[config.mk]
export PLATFORM = sky130hd
export DESIGN_NAME = pc_unit
export DESIGN_NICKNAME = d
export VERILOG_FILES = /design/src/rtl/pc_unit.sv
export SDC_FILE = /design/constraint.sdc
export NUM_CORES = 1
export LEC_CHECK = 0
export ABC_CLOCK_PERIOD_IN_PS = 11700
export CAP_MARGIN = 20
export CORE_MARGIN = 4
export CORE_UTILIZATION = 54
export DETAILED_ROUTE_END_ITERATION = 8
export PLACE_DENSITY = 0.88
export SYNTH_ARGS = -nofsm -noshare
export SYNTH_HDL_FRONTEND = slang
export SYNTH_SLANG_ARGS = --single-unit
[constraint.sdc]
create_clock -name clock -period 11.7 [get_ports clock]
set_input_delay 2.925 -clock clock [delete_from_list [all_inputs] [get_ports clock]]
set_output_delay 2.925 -clock clock [all_outputs]
set_load 0.05 [all_outputs]
[src/rtl/pc_unit.sv]
// Program-counter unit: branch/jump/mret redirect, trap entry with EPC/cause,
// BOOT/RUN/HALT sequencing and a retired-instruction counter.
module pc_unit #(
   parameter int              XLEN         = 64,
   parameter logic [XLEN-1:0] RESET_VECTOR = '0,
   parameter logic [XLEN-1:0] TRAP_VECTOR  = XLEN'('h100),
   parameter int              CNT_W        = 64
) (
   input  logic             clock,
   input  logic             reset,
   input  logic             stall,
   input  logic [2:0]       pc_src,
   input  logic [2:0]       branch_cond,
   input  logic             zero,
   input  logic             lt,
   input  logic             ltu,
   input  logic [XLEN-1:0]  imm,
   input  logic [XLEN-1:0]  alu_result,
   input  logic             trap_req,
   input  logic             halt_req,
   input  logic             resume,
   output logic [XLEN-1:0]  pc_current,
   output logic [XLEN-1:0]  pc_plus4,
   output logic             pc_valid,
   output logic [XLEN-1:0]  epc,
   output logic [1:0]       trap_cause,
   output logic [CNT_W-1:0] instret
);

   typedef enum logic [1:0] {BOOT, RUN, HALT} state_t;

   state_t          state;
   logic            taken;
   logic            redirect;
   logic            misaligned;
   logic [XLEN-1:0] target;

   assign pc_plus4 = pc_current + XLEN'(4);

   always_comb begin
      taken = zero;
      case (branch_cond)
         3'b001:  taken = !zero;
         3'b100:  taken = lt;
         3'b101:  taken = !lt;
         3'b110:  taken = ltu;
         3'b111:  taken = !ltu;
         default: taken = zero;
      endcase
   end

   always_comb begin
      redirect = 1'b0;
      target   = pc_plus4;
      case (pc_src)
         3'b001: begin
            redirect = taken;
            if (taken)
               target = pc_current + imm;
         end
         3'b010: begin
            redirect = 1'b1;
            target   = pc_current + imm;
         end
         3'b011: begin
            redirect = 1'b1;
            target   = {alu_result[XLEN-1:1], 1'b0};
         end
         3'b100: begin
            redirect = 1'b1;
            target   = epc;
         end
         default: begin
            redirect = 1'b0;
            target   = pc_plus4;
         end
      endcase
   end

   // Only a selected redirect can fault; the sequential path stays aligned.
   assign misaligned = redirect && (target[1:0] != 2'b00);

   always_ff @(posedge clock or posedge reset) begin
      if (reset) begin
         state      <= BOOT;
         pc_current <= RESET_VECTOR;
         pc_valid   <= 1'b0;
         epc        <= '0;
         trap_cause <= 2'b00;
         instret    <= '0;
      end else begin
         case (state)
            BOOT: begin
               state    <= RUN;
               pc_valid <= 1'b1;
            end
            RUN: begin
               if (trap_req || misaligned) begin
                  pc_current <= TRAP_VECTOR;
                  epc        <= pc_current;
                  trap_cause <= trap_req ? 2'b01 : 2'b10;
               end else if (!stall) begin
                  pc_current <= target;
                  instret    <= instret + CNT_W'(1);
                  if (halt_req) begin
                     state    <= HALT;
                     pc_valid <= 1'b0;
                  end
               end
            end
            HALT: begin
               if (trap_req) begin
                  pc_current <= TRAP_VECTOR;
                  epc        <= pc_current;
                  trap_cause <= 2'b01;
                  state      <= RUN;
                  pc_valid   <= 1'b1;
               end else if (resume) begin
                  state    <= RUN;
                  pc_valid <= 1'b1;
               end
            end
            default: begin
               state    <= BOOT;
               pc_valid <= 1'b0;
            end
         endcase
      end
   end

endmodule
======== Yosys cells after proc, flatten, opt, wreduce, memory -nomap -nowiden ========
Cells that the tools add are included.
storage, ports and cells
  output and inout port bits .............. 259
  input bits .............................. 143
  logic and storage cells ................. 69
  register bits ........................... 197
cells by class
  add/subtract/negate cells ............... 3
  bitwise operators ....................... 2
  mux-type cells .......................... 27
  equality and inequality tests ........... 18
  reductions and logical operators ........ 13
operator list
  cell                     number
  $mux W64                 6
  $pmux W64 S2             2
  $pmux W64 S4             1
  $add A64 B1 Y64 const B  1
  $add A64 B3 Y64 const B  1
  $add A64 B64 Y64         1
  $mux W2                  8
  $eq A3 B3 Y1 const B     5
  $ne A2 B2 Y1 const B     5
  $reduce_and A3 Y1        3
  $eq A3 B1 Y1 const B     2
  $eq A3 B2 Y1 const B     2
  $ne A3 B3 Y1 const B     2
  $pmux W2 S3              1
  $mux W1                  5
  $pmux W1 S5              1
  $pmux W2 S2              1
  $reduce_and A4 Y1        1
  $reduce_bool A2 Y1       2
  $logic_not A1 Y1         3
  $pmux W1 S3              1
  $reduce_or A3 Y1         1
  $eq A2 B1 Y1 const B     1
  $eq A2 B2 Y1 const B     1
  5 further kinds          6

======== Depth between registers and ports, before layout ========
Gate-level depths: netlist (run 1).
  depth after elaboration ................. 9
  gate-level depth with buffers ........... 16
  depth with buffers taken out ............ 14

======== Worst setup path after synthesis (run 1) ========
OpenSTA, ideal clock, no wires.
  path kind ............................... reg-to-output
  from .................................... reg pc_current[2]
  to ...................................... out pc_plus4[58]
  arrival ................................. 3.269 ns
  buffers on the path ..................... 1
  slack ................................... 5.506 ns
  data required time ...................... 8.775 ns
  cell stages (with the launch flop) ...... 10
  cells stage by stage .................... dfrtp_1 ha_1 nand4_1 nor4_4 nand3_2 or3_1 buf_6 nor3_4 nand2_2 xnor2_1
on the way
  longest elaborated chain between the ends .. 1
RTL lines
  element                   line  source
  start: declaration        22    output logic [XLEN-1:0] pc_current,
  start signal: assignment  103   pc_current <= target;
  $add A64 B3 Y64           38    assign pc_plus4 = pc_current + XLEN'(4);
  end: declaration          23    output logic [XLEN-1:0] pc_plus4,
Every way passes these cells.

======== Worst setup path in the final report (run 1) ========
  from .................................... in pc_src[1]
  to ...................................... reg instret[54]
on the way
  longest elaborated chain between the ends .. 7
  elaborated cells between the ends (all ways) .. 12
  those cells by class .................... 4 x eq/ne; 2 x mux; 1 x bitwise; 5 x reduce/logical
RTL lines
  element                                            line    source
  start: declaration                                 12      input logic [2:0] pc_src,
  $eq A3 B3 Y1 (tied with other cells)               55      case (pc_src)
  $pmux W64 S4 or $reduce_or A3 Y1 (tied branches)   -
  $reduce_bool A2 Y1 or $pmux W1 S2 (tied branches)  81, 55
  $logic_and A1 B1 Y1 (*)                            81      assign misaligned = redirect && (target[1:0] != 2'b00);
  $logic_or A1 B1 Y1 (*)                             98      if (trap_req || misaligned) begin
  $not A1 Y1 (no source line) (*)                    -
  $reduce_and A3 Y1 (no source line) (*)             -
  end signal: assignment                             104     instret <= instret + CNT_W'(1);
  end: declaration                                   27      output logic [CNT_W-1:0] instret
Every way passes the cells marked *; elsewhere a longest branch is shown, timed or not.
A chain may end at the register's enable or synchronous reset.

==> results of run 1 <==
## synth_stat cells, types with 34 or more instances
library cell / number
nand3_1: 49
clkbuf_1: 58
nor2_1: 92
dfrtp_1: 196
xnor2_1: 124
nand4_1: 52
mux2_2: 63
xor2_1: 56
a21oi_1: 142
o21ai_0: 104
nand2_1: 161
a222oi_1: 35
inv_1: 34
ha_1: 65
## state kept, by name, summed over array words and instances, names as in the netlist
name and count:
epc 64, pc_current 64, instret 64, state 2
trap_cause 2
## cell type report
class | count | share of cell area (%)
Inverter | 34 | 0.7003
Clock inverter | 15 | 1.161
Antenna cell | 4 | 0.05187
Clock buffer | 17 | 2.204
Sequential cell | 196 | 25.42
Tap cell | 335 | 2.172
Multi-Input combinational cell | 1317 | 46.96
Timing Repair Buffer | 415 | 21.33
## power breakdown
part | internal, W | leakage, nW | total [W] | switching (W)
logic | 0.000361 | 5.12 | 0.00101 | 0.000645
registers | 0.000734 | 2.66 | 0.000822 | 0.0000882
clock network | 0.000304 | 0.312 | 0.000652 | 0.000348
total | 0.00140 | 8.10 | 0.00248 | 0.00108
## cell families after synthesis
group	count (synthesis)	synth area share, %
xor+xnor	181	10.91
compound gates	497	22.15
mux	67	5.221
simple gates	506	17.92
buf+inv	134	4.484
flops	196	33.61
fa+ha+maj	66	5.710
## final timing paths
kind	startpoint	end	slack (ns)	cells past startpoint
min reg2reg	instret[33]	instret[33]	0.49	1
min in group asynchronous	reset	instret[40]	3.03	2
min	instret[33]	instret[33]	0.49	1
max in group asynchronous	reset	pc_current[9]	7.07	3
max	pc_src[1]	instret[54]	4.02	13
max reg2reg	pc_current[0]	instret[54]	6.96	15
## routing by layer
layer | global-route usage (%) | routed length [um] | vias to the layer above
met5 | 0 | 25 | -
met4 | 15.35 | 2544 | 4
met3 | 8.596 | 5824 | 194
met1 | 45.78 | 21480 | 7382
li1 | - | - | 6773
met2 | 60.71 | 26450 | 958
## worst max-delay path, stage by stage
cell	delay [ns]
clkdlybuf4s50_1	0.46
buf_4	0.42
nor2_4	0.11
nand2_1	0.74
o21a_1	0.22
buf_4	0.49
a21o_1	0.24
and2_2	0.52
buf_4	0.48
and3_1	0.32
nand4_1	0.49
nand3b_1	0.38
xnor2_1	0.20
## stage by stage
| stage | power [W] | hold slack (ns) |
|---|---|---|
| 5_1_grt | 0.002571 | 0.5134 |
| 4_1_cts | 0.002468 | 0.4899 |
| 6_report | 0.002481 | 0.4902 |
| 3_3_place_gp | 0.001810 | 0.4744 |
| 3_5_place_dp | 0.001824 | 0.4738 |
| 2_1_floorplan | 0.001475 | 0.5284 |
==> out/qor.yml, run 1 <==
synth:
  synthTopCellsByArea: "dfrtp_1, xnor2_1, ha_1, a21oi_1, mux2_2"
  synth_top_cell_by_area: "dfrtp_1"
  seq_area_frac_synth_pct: 33.61
  ys_warn_count: 0
  synth_edf_count: 0
  synth_area_mm2: 0.01459
  ys.flop_type: "dfrtp_1"
  syn_area_per_cell_um2: 8.861
  synthCells: 1647
  synth-seq-cells: 196
  yosysUniqueCellTypes: 87
  syn_nets: 1856
  synthArstFlopShare_pct: 100.0
  synth_top_cell_area_share_pct: 33.61
placed_design:
  dp_cells: 2297
  post-dp-hpwl_um: 40940
  placement.io_buffers: 400
  place_congestion: 0.9963
  dpl_cell_area_mm2: 0.01864
  dp_slack_ns: 3.672
drt:
  ant_nets: 0
  drt_iter0_drc: 1684
  wl_per_cell_um: 24.14
  viasPerCell: 6.563
  drt_pass1_iterations: 8
  vias: 15310
  drc: 0
  wirelength_um: 56320
cells_and_area:
  multi_input_area_mm2: 0.009062
  fin_nets: 2190
  fin_cells: 2333
  utilization_pct: 73.22
  area_growth_pct: 32.23
  final_common_cell: "clkdlybuf4s50_1"
  final_cell_mix: "clkdlybuf4s50_1, dfrtp_1, nand2_1"
  fin_area_mm2: 0.01930
  drive_gt1_share_pct: 7.623
  regArea_mm2: 0.004905
  fillerInstances: 1961
sta:
  finalCriticalPeriod_ns: 7.678
  finalHoldViolations: 0
  relSlewSlack_pct: 31.18
  fin_ws_ns: 4.022
  setup_violations: 0
  drv_slew: 0
  tightest_slew_ns: 1.027
  tns_ns: 0
  finClkSkew_ns: 0.01855
  fin_crit_sh_pct: 65.62
  max_clock_freq_mhz: 130.2
  grt_setup_unrepaired: "no"
pwr:
  p_leak_nw: 8.099
  peakVddDrop_mv: 0.09098
  power_density_mw_per_mm2: 128.6
clocking:
  clk_latency_ns: 0.46
  path_clk_slew_ns: 0.10
  clockRootBuffer: "clkbuf_16"
  htreeDepth: 4
  cts_buffer_depth: 2
  postCtsHoldBufs: 0
  cts_setup_buffers: 0
  numCtsBuffers: 17
  cts.sinks: 196
  cts_tree: "yes"
  postCtsResizedCells: 0
floorplanning:
  core_mm2: 0.02635
  dieWidth_um: 172.4
  row_count: 59
  die_y_um: 172.4
  die_area_mm2: 0.02972
  initial_utilization_pct: 55.38
  io-pin-count: 402
min_path:
  hold_class: "flop to flop"
grt:
  antenna_found_initial: 3
  grt_pass1_vias: 15040
  grt_max_degree: 127
  grt_pass1_wl_um: 85220
  grt_overflow: 0
  grtUsageTotal_pct: 36.55
worst_setup_path:
  required_ns: 12.08
  critPathArrivalTime_ns: 8.05
  critPathMaxFanout: 40
  setup.worst_path.class: "primary input to flop"
  start_kind: "primary input"
  endpoint_kind: "flop"
status:
  outcome: "complete, no violations"
job:
  maxCapViolations: 0
No activity file was read; power rests on OpenSTA's default activity.
==> inputs of run 2 (changes only) <==
==> config.mk (replaced) <==
export PLATFORM = sky130hd
export DESIGN_NAME = pc_unit
export DESIGN_NICKNAME = d
export VERILOG_FILES = /design/src/rtl/pc_unit.sv
export SDC_FILE = /design/constraint.sdc
export NUM_CORES = 1
export LEC_CHECK = 0
export ABC_CLOCK_PERIOD_IN_PS = 6600
export CAP_MARGIN = 20
export CORE_MARGIN = 4
export CORE_UTILIZATION = 45
export DETAILED_ROUTE_END_ITERATION = 8
export PLACE_DENSITY = 0.79
export SYNTH_ARGS = -nofsm -noshare
export SYNTH_HDL_FRONTEND = slang
export SYNTH_SLANG_ARGS = --single-unit
==> constraint.sdc (replaced) <==
create_clock -name clock -period 6.6 [get_ports clock]
set_input_delay 1.65 -clock clock [delete_from_list [all_inputs] [get_ports clock]]
set_output_delay 1.65 -clock clock [all_outputs]
set_load 0.05 [all_outputs]
==> run 2 against run 1 <==
Compared with the run above:
- critical path depth down 3
- power grew 76%
- routed wire length grew 0.23%
- worst hold slack got worse by 0.020 ns
- cell area rose by 0.88%
- flip-flop and latch count unchanged
- global-route usage fell by 5.7 points
- clock skew is 0.0030 ns lower
- non-clock buffer count up 8
- worst setup slack worse by 3.4 ns
- first-iteration DRC count down 4.9%
- largest power group unchanged
- highest routed layer is now met4
==> out/qor.yml, run 2 (synthesized netlist as in run 1, its figures left out) <==
sta:
  tightest_slew_ns: 1.123  # +0.09619 ns
  fin_crit_sh_pct: 90.52
  finalHoldViolations: 0  # unchanged
  setup_violations: 0  # unchanged
  finClkSkew_ns: 0.01558  # -0.002971 ns
  tns_ns: 0  # unchanged
  holdWs_ns: 0.4698  # -0.02034 ns
  relSlewSlack_pct: 24.57  # -6.6 points
  drv_slew: 0  # unchanged
  grt_setup_unrepaired: "no"
  max_clock_freq_mhz: 167.4
  finalCriticalPeriod_ns: 5.974
worst_setup_path:
  setup.worst_path.class: "flop to primary output"
  reg2reg_depth: 11  # -4
  endpoint_kind: "primary output"
  critPathLaunch: "pc_current[2]"
  r2r_end: "pc_current[63]"
  critPathMaxFanout: 9  # -78%
  rrSetupSlack_ns: 2.49  # -4.47 ns
  required_ns: 4.95  # -7.13 ns
  r2r-start: "pc_current[6]"
  endpoint: "pc_plus4[58]"
  start_kind: "flop"
  critPathArrivalTime_ns: 4.32  # -3.73 ns
clocking:
  clockRootBuffer: "clkbuf_16"
  cts_buffer_depth: 2  # unchanged
  cts.sinks: 196  # unchanged
  postCtsHoldBufs: 0  # unchanged
  clk_latency_ns: 0.46  # about the same
  postCtsResizedCells: 0  # unchanged
  numCtsBuffers: 17  # unchanged
  path_clk_slew_ns: 0.07  # -0.03 ns
  cts_tree: "yes"
  htreeDepth: 4  # unchanged
  cts_setup_buffers: 0  # unchanged
grt:
  grt_overflow: 0  # unchanged
  grt_pass1_wl_um: 86350  # +1.3%
  grtUsageTotal_pct: 30.83  # -5.7 points
  grt_pass1_vias: 14590  # -3.0%
  grt_max_degree: 113  # -11%
  antenna_found_initial: 3  # unchanged
cells_and_area:
  multi_input_area_mm2: 0.009055  # about the same
  area_growth_pct: 33.39
  fillerInstances: 2753  # +40%
  final_common_cell: "clkdlybuf4s50_1"
  regArea_mm2: 0.004905  # unchanged
  final_cell_mix: "clkdlybuf4s50_1, dfrtp_1, nand2_1"
  drive_gt1_share_pct: 7.792  # +0.17 points
  top_regs: "epc (64), instret (64), pc_current (64)"
  utilization_pct: 61.22  # -12 points
  fin_nets: 2198  # +0.37%
placed_design:
  placement.io_buffers: 400  # unchanged
  post-dp-hpwl_um: 41940  # +2.4%
  place_congestion: 0.9329  # -6.4%
floorplanning:
  io-pin-count: 402  # unchanged
  core_mm2: 0.03180  # +21%
  die_area_mm2: 0.03538  # +19%
  row_count: 65  # +10%
  initial_utilization_pct: 45.89  # -9.5 points
  die_y_um: 188.1  # +9.1%
  dieWidth_um: 188.1  # +9.1%
drt:
  wl_per_cell_um: 23.14  # -4.2%
  ant_nets: 0  # unchanged
  wirelength_um: 56450  # +0.23%
  drt_pass1_iterations: 8  # unchanged
  drt_iter0_drc: 1602  # -4.9%
  drc: 0  # unchanged
  vias: 15010  # -2.0%
  viasPerCell: 6.152  # -6.3%
pwr:
  total_power_w: 0.004379  # +76%
  peakVddDrop_mv: 0.1848  # +100%
  power_density_mw_per_mm2: 224.9  # +75%
  p_leak_nw: 8.129  # +0.36%
job:
  maxCapViolations: 0  # unchanged
min_path:
  hold_class: "flop to flop"
status:
  outcome: "complete, no violations"
run 2: worst min-delay path by stage:
stage	start	end	slack [ns]	cells after the start
global placement	instret[63]	instret[63]	0.46	1
global route	instret[63]	instret[63]	0.49	1
finish	instret[63]	instret[63]	0.47	1
detailed placement	instret[63]	instret[63]	0.47	1
CTS	instret[63]	instret[63]	0.48	1
floorplan	state[1]	trap_cause[1]	0.53	1
run 2: metal layers:
layer  vias to the layer above  share of wire, %  global-route usage, %
li1                       6788                 -                      -
met1                      7357                43                  41.95
met2                       753                46                  49.10
met3                       112               8.0                  5.585
met4                         0               3.5                  11.69
met5                         -                 0                      0
run 2: critical path, cell delays in order, from the launching register on:
cell and delay (ns):
dfrtp_1 0.51, ha_1 0.35, nand4_1 0.20, nor4_4 0.18, buf_4 0.22, nand3_2 0.16, or3_1 0.61, nor3_4 0.40
nand2_2 0.10, xnor2_1 0.25, clkdlybuf4s50_1 0.87
run 2: area by class of cell:
class                           instances  area share [%]
Clock inverter                         10          0.7520
Multi-Input combinational cell       1317           46.51
Tap cell                              435           2.796
Sequential cell                       196           25.19
Inverter                               34          0.6749
Clock buffer                           22           2.384
Timing Repair Buffer                  423           21.65
Antenna cell                            3         0.03856
run 2: through the flow:
stage	worst slack, ns	instances	cell area, um2
6_report	0.6259	2440	19470
5_1_grt	0.4513	2440	19470
4_1_cts	0.6325	2436	19440
3_5_place_dp	1.027	2404	18830
3_3_place_gp	1.093	2404	18830
2_1_floorplan	1.681	1647	14600
run 2: power breakdown:
group | internal [W] | switching (W) | total (W)
logic | 0.000646 | 0.00114 | 0.00179
registers | 0.00130 | 0.000162 | 0.00146
clock network | 0.000623 | 0.000507 | 0.00113
total | 0.00257 | 0.00181 | 0.00438
